==> config.mk <==
export PLATFORM = sky130hd
export DESIGN_NAME = fifo_wr_arbiter
export DESIGN_NICKNAME = d
export VERILOG_FILES = /design/src/rtl/fifo_pkg.sv /design/src/rtl/fifo_wr_arbiter_rr_pick.sv /design/src/rtl/fifo_wr_arbiter.sv
export SDC_FILE = /design/constraint.sdc
export NUM_CORES = 1
export LEC_CHECK = 0
export CAP_MARGIN = 30
export CORE_UTILIZATION = 51
export DETAILED_ROUTE_END_ITERATION = 16
export DONT_BUFFER_PORTS = 1
export PLACE_DENSITY = 0.66
export SYNTH_ARGS = -nofsm -noshare
export SYNTH_HDL_FRONTEND = slang
export SYNTH_SLANG_ARGS = --single-unit
==> constraint.sdc <==
create_clock -name clk -period 4.71 [get_ports clk]
set_input_delay 0.942 -clock clk [delete_from_list [all_inputs] [get_ports clk]]
set_output_delay 0.942 -clock clk [all_outputs]
set_load 0.01 [all_outputs]
==> src/rtl/fifo_pkg.sv <==
// Shared definitions for the FIFO write-side arbitration logic.
package fifo_pkg;

  // Default FIFO data width; matches the FIFO buf_in port.
  localparam int FIFO_DATA_W = 8;

  // Arbiter states.
  typedef enum logic {
    ST_IDLE  = 1'b0,
    ST_BURST = 1'b1
  } arb_state_e;

  // Ceiling log2 for sizing index fields. Returns 0 for n <= 1.
  function automatic int clog2(input int n);
    int r;
    r = 0;
    for (int v = n - 1; v > 0; v = v >> 1) begin
      r = r + 1;
    end
    return r;
  endfunction

endpackage

==> src/rtl/fifo_wr_arbiter_rr_pick.sv <==
// Rotate-priority encoder: picks the first set request bit scanning upward
// from rr_ptr and wrapping modulo NUM_REQ. Purely combinational.
module rr_pick #(
  parameter int NUM_REQ = 4,
  parameter int ID_W    = 2
) (
  input  logic [NUM_REQ-1:0] req,
  input  logic [ID_W-1:0]    rr_ptr,
  output logic [ID_W-1:0]    winner,
  output logic               found
);

  // Scan from the farthest offset down so the closest set bit to rr_ptr wins.
  always_comb begin
    winner = '0;
    found  = 1'b0;
    for (int k = NUM_REQ - 1; k >= 0; k--) begin
      if (req[(int'(rr_ptr) + k) % NUM_REQ]) begin
        winner = ID_W'((int'(rr_ptr) + k) % NUM_REQ);
        found  = 1'b1;
      end
    end
  end

endmodule

==> src/rtl/fifo_wr_arbiter.sv <==
// Round-robin arbiter sharing one FIFO write port among NUM_REQ producers.
// Each grant lasts at most MAX_BURST accepted beats; a full FIFO stalls the
// burst without losing the grant.
//
//   state    | meaning
//   ---------+----------------------------------------------------------
//   ST_IDLE  | no owner; pick next winner from rr_ptr, no ack issued
//   ST_BURST | grant_id owns the write port; ack beats while not full
module fifo_wr_arbiter
  import fifo_pkg::*;
#(
  parameter int NUM_REQ   = 4,
  parameter int DATA_W    = FIFO_DATA_W,
  parameter int MAX_BURST = 4,
  parameter int ID_W      = clog2(NUM_REQ)
) (
  input  logic                      clk,
  input  logic                      rst,
  input  logic [NUM_REQ-1:0]        req,
  input  logic [NUM_REQ*DATA_W-1:0] req_data,
  output logic [NUM_REQ-1:0]        ack,
  input  logic                      buf_full,
  output logic                      wr_en,
  output logic [DATA_W-1:0]         buf_in,
  output logic                      busy,
  output logic [ID_W-1:0]           grant_id
);

  localparam logic [7:0]      MAX_BURST_C = 8'(MAX_BURST);
  localparam logic [ID_W-1:0] LAST_ID     = ID_W'(NUM_REQ - 1);

  arb_state_e         state_q, state_d;
  logic [NUM_REQ-1:0] grant_q, grant_d;
  logic [ID_W-1:0]    grant_id_q, grant_id_d;
  logic [ID_W-1:0]    rr_ptr_q, rr_ptr_d;
  logic [7:0]         beat_cnt_q, beat_cnt_d;

  logic [ID_W-1:0]    pick_id;
  logic               pick_found;
  logic               burst_end;

  rr_pick #(
    .NUM_REQ (NUM_REQ),
    .ID_W    (ID_W)
  ) u_rr_pick (
    .req    (req),
    .rr_ptr (rr_ptr_q),
    .winner (pick_id),
    .found  (pick_found)
  );

  // Next-state, grant bookkeeping and the combinational write-port drive.
  always_comb begin
    state_d    = state_q;
    grant_d    = grant_q;
    grant_id_d = grant_id_q;
    rr_ptr_d   = rr_ptr_q;
    beat_cnt_d = beat_cnt_q;
    ack        = '0;
    wr_en      = 1'b0;
    buf_in     = '0;
    burst_end  = 1'b0;

    case (state_q)
      ST_IDLE: begin
        if (pick_found) begin
          grant_d    = NUM_REQ'(1) << pick_id;
          grant_id_d = pick_id;
          beat_cnt_d = '0;
          state_d    = ST_BURST;
        end
      end
      ST_BURST: begin
        ack   = grant_q & req & {NUM_REQ{~buf_full}};
        wr_en = |ack;
        if (wr_en) begin
          buf_in     = req_data[int'(grant_id_q)*DATA_W +: DATA_W];
          beat_cnt_d = beat_cnt_q + 8'd1;
        end
        // A withdrawn request ends the burst even while the FIFO is full.
        burst_end = (wr_en && (beat_cnt_q + 8'd1 == MAX_BURST_C)) || !req[grant_id_q];
        if (burst_end) begin
          state_d    = ST_IDLE;
          grant_d    = '0;
          beat_cnt_d = '0;
          rr_ptr_d   = (grant_id_q == LAST_ID) ? '0 : grant_id_q + ID_W'(1);
        end
      end
      default: begin
        state_d = ST_IDLE;
        grant_d = '0;
      end
    endcase
  end

  // Arbiter state registers with synchronous reset.
  always_ff @(posedge clk) begin
    if (rst) begin
      state_q    <= ST_IDLE;
      grant_q    <= '0;
      grant_id_q <= '0;
      rr_ptr_q   <= '0;
      beat_cnt_q <= '0;
    end else begin
      state_q    <= state_d;
      grant_q    <= grant_d;
      grant_id_q <= grant_id_d;
      rr_ptr_q   <= rr_ptr_d;
      beat_cnt_q <= beat_cnt_d;
    end
  end

  assign busy     = (state_q == ST_BURST);
  assign grant_id = grant_id_q;

endmodule

=== Word-level counts from Yosys, hierarchy flattened ===
Index checks and enable logic that the tools add are counted.

* Reduce and logical (&&, ||, !) cells: 11
* Order comparisons: 5
* Multiplexer cells: 36
* Eq/ne operators: 5
* Divide/modulo/power cells: 0
* Add/sub/neg operators: 5
* Bitwise operators: 7
* Shift operators: 2
* Multiply operators: 0

{| class="wikitable"
|+ Operator list
! operator !! count
|-
| two-way mux 8 bit || 5
|-
| indexed part select 32 x 6 -> 8 bit || 1
|-
| case mux 8 bit (2 select lines) || 1
|-
| two-way mux 1 bit || 15
|-
| less-than comparator 3 x 4 -> 1 bit (second input constant) || 3
|-
| two-way mux 4 bit || 3
|-
| binary-select mux 1 bit (select 2 bit) || 5
|-
| two-way mux 2 bit || 5
|-
| adder 8 x 1 -> 8 bit (second input constant) || 1
|-
| bitwise AND 4 bit || 2
|-
| equality test 8 x 3 -> 1 bit (second input constant) || 1
|-
| case mux 4 bit (2 select lines) || 1
|-
| AND reduction 2 bit || 4
|-
| less-than comparator 2 x 3 -> 1 bit (second input constant) || 2
|-
| OR reduction 2 bit || 3
|-
| adder 2 x 1 -> 2 bit (second input constant) || 2
|-
| adder 2 bit (second input constant) || 2
|-
| OR reduction 4 bit || 1
|-
| left shift 1 x 2 -> 4 bit (first input constant) || 1
|-
| bitwise AND 1 bit (first input constant) || 3
|-
| inequality test 3 x 1 -> 1 bit (second input constant) || 1
|-
| equality test 2 bit (second input constant) || 1
|-
| inequality test 2 x 1 -> 1 bit (second input constant) || 1
|-
| inequality test 2 bit (second input constant) || 1
|-
| 5 further kinds || 6
|}

* Logic and storage cells: 76
* Latch bits: 0
* Output and inout port bits: 16
* Memories: 0
* Memory bits (writable): 0
* Memory bits (read-only): 0
* Bits in registers: 17

=== Longest topological paths before layout ===
* Depth after elaboration: 13
* Depth in mapped cells: 7
* Mapped depth without buffers: 6

=== Hierarchy ===
Synthesis repeated with hierarchy kept, for this count alone.

* Cells, all modules: 140
* Area total of the unflattened synthesis: 1246.2 µm²

{| class="wikitable"
|+ By module, submodules not included
! module !! sequential area each (µm²) !! area an instance (µm²) !! cells an instance !! times used
|-
| fifo_wr_arbiter || 340.3 || 1168.6 || 127 || 1
|-
| rr_pick || 0.0 || 77.6 || 13 || 1
|}

=== Worst setup path after synthesis ===
Ideal clock, no wire load.

* Path type: input port to output port
* From: input port req[3]
* To: output port buf_in[0]
* Buffers on the path: 2
* Stages on the path: 6
* Setup slack: 1.774 ns
* Data arrival time: 1.994 ns
* Cells stage by stage: clkbuf_1 a22o_1 o21bai_1 inv_1 clkbuf_1 and2_1

* Cells in the longest elaborated chain, start to end: 5

{| class="wikitable"
|+ RTL lines
! element !! line !! text
|-
| from (decl) || fifo_wr_arbiter.sv:19 || <nowiki>input logic [NUM_REQ-1:0] req,</nowiki>
|-
| bitwise AND 4 bit (2 in a row) || fifo_wr_arbiter.sv:74 || <nowiki>ack = grant_q & req & {NUM_REQ{~buf_full}};</nowiki>
|-
| OR reduction 4 bit || fifo_wr_arbiter.sv:75 || <nowiki>wr_en = |ack;</nowiki>
|-
| two-way mux 8 bit || fifo_wr_arbiter.sv:76 || <nowiki>if (wr_en) begin</nowiki>
|-
| two-way mux 8 bit || fifo_wr_arbiter.sv:64 || <nowiki>case (state_q)</nowiki>
|-
| to (decl) || fifo_wr_arbiter.sv:24 || <nowiki>output logic [DATA_W-1:0] buf_in,</nowiki>
|}

No other way between the ends.

=== Worst setup path in the final report ===
* From: input port req[2]
* To: output port buf_in[7]

Same word-level chain as after synthesis.

==> impl_results.md <==
* Post-synth EDFFs at 0
* Peak supply drop at 0.1361 mV
* Final ANT Viol Nets at 0
* PostCTS Resize Cnt at 0
* Slew Limit Fails at 0
* Setup crit end kind: output port
* Chip width at 53.09 microns
* Share of layout cells above drive strength 1 at 11.11%
* CTS tree: yes
* Register area share after synthesis at 25.56%
* Die area at 2819 sq um
* Drt first pass iters at 4
* Core area at 2477 sq um
* H-tree levels at 1
* Number of antenna violations at the first check in global routing at 0
* R2r worst-path depth at 4
* Top cells by area, synth: dfxtp_1 (26%), mux4_2 (15%), nand2_1 (5.1%)
* HPWL Detailed at 2320 microns
* Post-synth ARST share at 0%
* Reg-to-Reg End: beat_cnt_q[2]
* Setup CP Type: primary input to output port
* Skew-Pair Late Insertion Delay at 0.28 ns
* Worst-margin pin slew at 0.8437 ns
* Worst-path clk slew at 0.09 ns
* Boundary pin count at 55
* CP Max Fanout at 11
* Max-slew headroom at 43.24%
* Synthesized flop and latch total at 17
* Pleak at 0.4568 nW
* Critical-path cell list: a22o_1 -> o21bai_1 -> inv_1 -> and2_1
* Power Total at 0.2951 mW
* Ant. Diodes at 0
* Largest delay contributor family on the critical path: compound AO/OA/AOI/OAI gates
* Min Tclk post-route at 2.871 ns
* Post-Syn Instances at 160
* Unrepaired setup endpoints after global routing: no
* Gp weighted congestion at 0.9159
* Area growth from synthesis to layout at 0.9399%
* Pwr dens at 219.6 nW/um^2
* R2R setup slack at 2.27 ns
* CTS Sinks at 17
* CTS buffer count at 3
* Most used DFF post-synth: dfxtp_1
* Run status: finished, final reports clean
* # rows at 18
* # setup viols final at 0
* Worst Path Buf+Inv at 1
* Syn Std Cell Area at 1331 sq um
* Post-CTS Setup Bufs at 0
* Final Net Count at 195
* Setup_tns at 0 ns
* Hold Path Class: flop to flop
* Min-Delay Startpoint: beat_cnt_q[7]
* Max incr delay on CP at 0.27 ns
* Slowest stage cell on the critical path: o21bai_1
* Hold endpoint: beat_cnt_q[7]
* Hold path depth at 2
* IO buf count at 0
* Warnings from Yosys at 0
* CTS Root Cell: clkbuf_4
* Routed vias at 1210
* Chip height at 53.09 microns
* Reg2reg start: grant_id[0]
* Syn_nets at 201
* Peak Freq at 0.3483 GHz
* Global-route wire length before repair at 4595 microns
* Tcrit/Tclk final at 60.96%
* Avg WL per Cell at 16.38 microns
* Worst Path Arrival at 1.93 ns
* Yosys top cell area share at 25.56%
* Hold buffer count at cts at 0
* Iteration-0 DRC Markers at 42
* DRT Wirelength at 2997 microns
* Synthesized area per cell at 8.320 sq um
* Largest net degree at the start of global routing at 15
* Yosys top cell by area: dfxtp_1
* Vias per inst at 6.612
* Number of global-route vias before repair at 1042
* Initial Util at 53.74%
* DRC Markers at 0
* Final hold violations at 0
* Type of origin of the critical path: primary input
* Final Skew at 0.004792 ns
* Post-synth cell types at 44
* GRT Util Overall at 22.13%
* Critical path required time at 3.77 ns
* Max clock buf depth at 2
* Maximum capacitance violations at 0
* Global route overflow at 0
cell usage after synthesis (all sizes together), types with 2 or more instances:
cell and n:
o31a 2, a22o 2, a311oi 2, and2 9, a21oi 8, buf 5, nand3 8, ha 2
mux4 9, clkbuf 6, o221ai 2, nand2 18, o21ai 8, a31oi 4, o2111ai 4, inv 9
nand2b 3, a22oi 2, and3 2, nor3 2, a32oi 2, dfxtp 17, nor2 13, nor4 3
o211ai 2, a21o 2
metal layers:
layer	share of wire, %	vias up	GRT usage (%)
met5	0	-	0
met2	50	28	36.50
met4	0.63	0	7.895
li1	-	586	-
met1	45	594	28.45
met3	4.4	2	4.023
cell type report:
class | instances | area (sq um)
fillers | 247 | 1134
multi-input cells | 123 | 905.9
flip-flops and latches | 17 | 340.3
well taps | 30 | 37.54
inverters | 9 | 33.78
clock buffers | 4 | 26.28
how the worst max path moves through the flow:
stage                           start        end  slack (ns)  cells past startpoint
final                          req[2]  buf_in[7]        1.84                      4
after floorplan                req[3]  buf_in[0]        1.77                      6
after global placement         req[2]  buf_in[1]        1.87                      4
after CTS                 grant_id[0]  buf_in[2]        1.84                      2
after global routing           req[2]  buf_in[7]        1.68                      4
after detailed placement       req[2]  buf_in[7]        1.84                      4
report_power, final:
| part | internal [mW] | total (mW) | switching, mW | leakage, nW |
|---|---|---|---|---|
| registers | 0.149 | 0.163 | 0.0136 | 0.138 |
| logic | 0.0297 | 0.0553 | 0.0256 | 0.304 |
| clock network | 0.0329 | 0.0768 | 0.0439 | 0.0150 |
cells in the final DEF (no fill, tap or decap), types with 2 or more instances in the layout:
cell / Yosys / routed
a22oi_1: 2 / 2
nand2b_1: 3 / 3
a21oi_1: 8 / 8
o211ai_1: 2 / 2
nand2_1: 18 / 18
nor3_1: 2 / 2
ha_1: 2 / 2
nor2_1: 13 / 13
o221ai_1: 2 / 2
nor4_1: 2 / 2
o31a_1: 2 / 2
nand3_1: 7 / 7
a311oi_1: 2 / 2
a31oi_1: 4 / 4
a32oi_1: 2 / 2
inv_1: 9 / 9
mux4_2: 9 / 9
a22o_1: 2 / 2
and3_1: 2 / 2
o21ai_0: 8 / 8
clkbuf_4: 0 / 3
a21o_1: 2 / 2
and2_1: 9 / 9
dfxtp_1: 17 / 17
o2111ai_1: 4 / 4
cells by family after synthesis:
| group | share of synthesized area, % |
|---|---|
| and+or+nand+nor | 23.78 |
| adders and majority gates | 1.879 |
| buffers and inverters | 6.390 |
| muxes | 17.10 |
| DFF | 25.56 |
| AOI/OAI and AO/OA | 23.97 |
| xor gates and xnor gates | 1.316 |
worst reg2reg max path: stages (launching register included):
cell      delay, ns
dfxtp_1        0.82
mux4_2         0.47
nor3b_2        0.42
o21ai_0        0.30
o311ai_0       0.33
flip-flops by register name, indices dropped and copies added, names as in the netlist:
register	flops
beat_cnt_q	8
grant_q	4
busy	1
rr_ptr_q	2
grant_id	2
metrics by stage:
stage               utilization [%]  hold slack [ns]  setup WS (ns)  cell area [sq um]  cells
floorplan                         -           0.4642          1.774               1331    160
global placement              53.18           0.4859          1.866               1318    179
detailed placement            53.18           0.4773          1.839               1318    179
CTS                           54.24           0.4944          1.839               1344    183
global route                  54.24           0.5325          1.678               1344    183
finish                        54.24           0.4909          1.839               1344    183
Note: power is estimated with default switching activity, not from simulation.
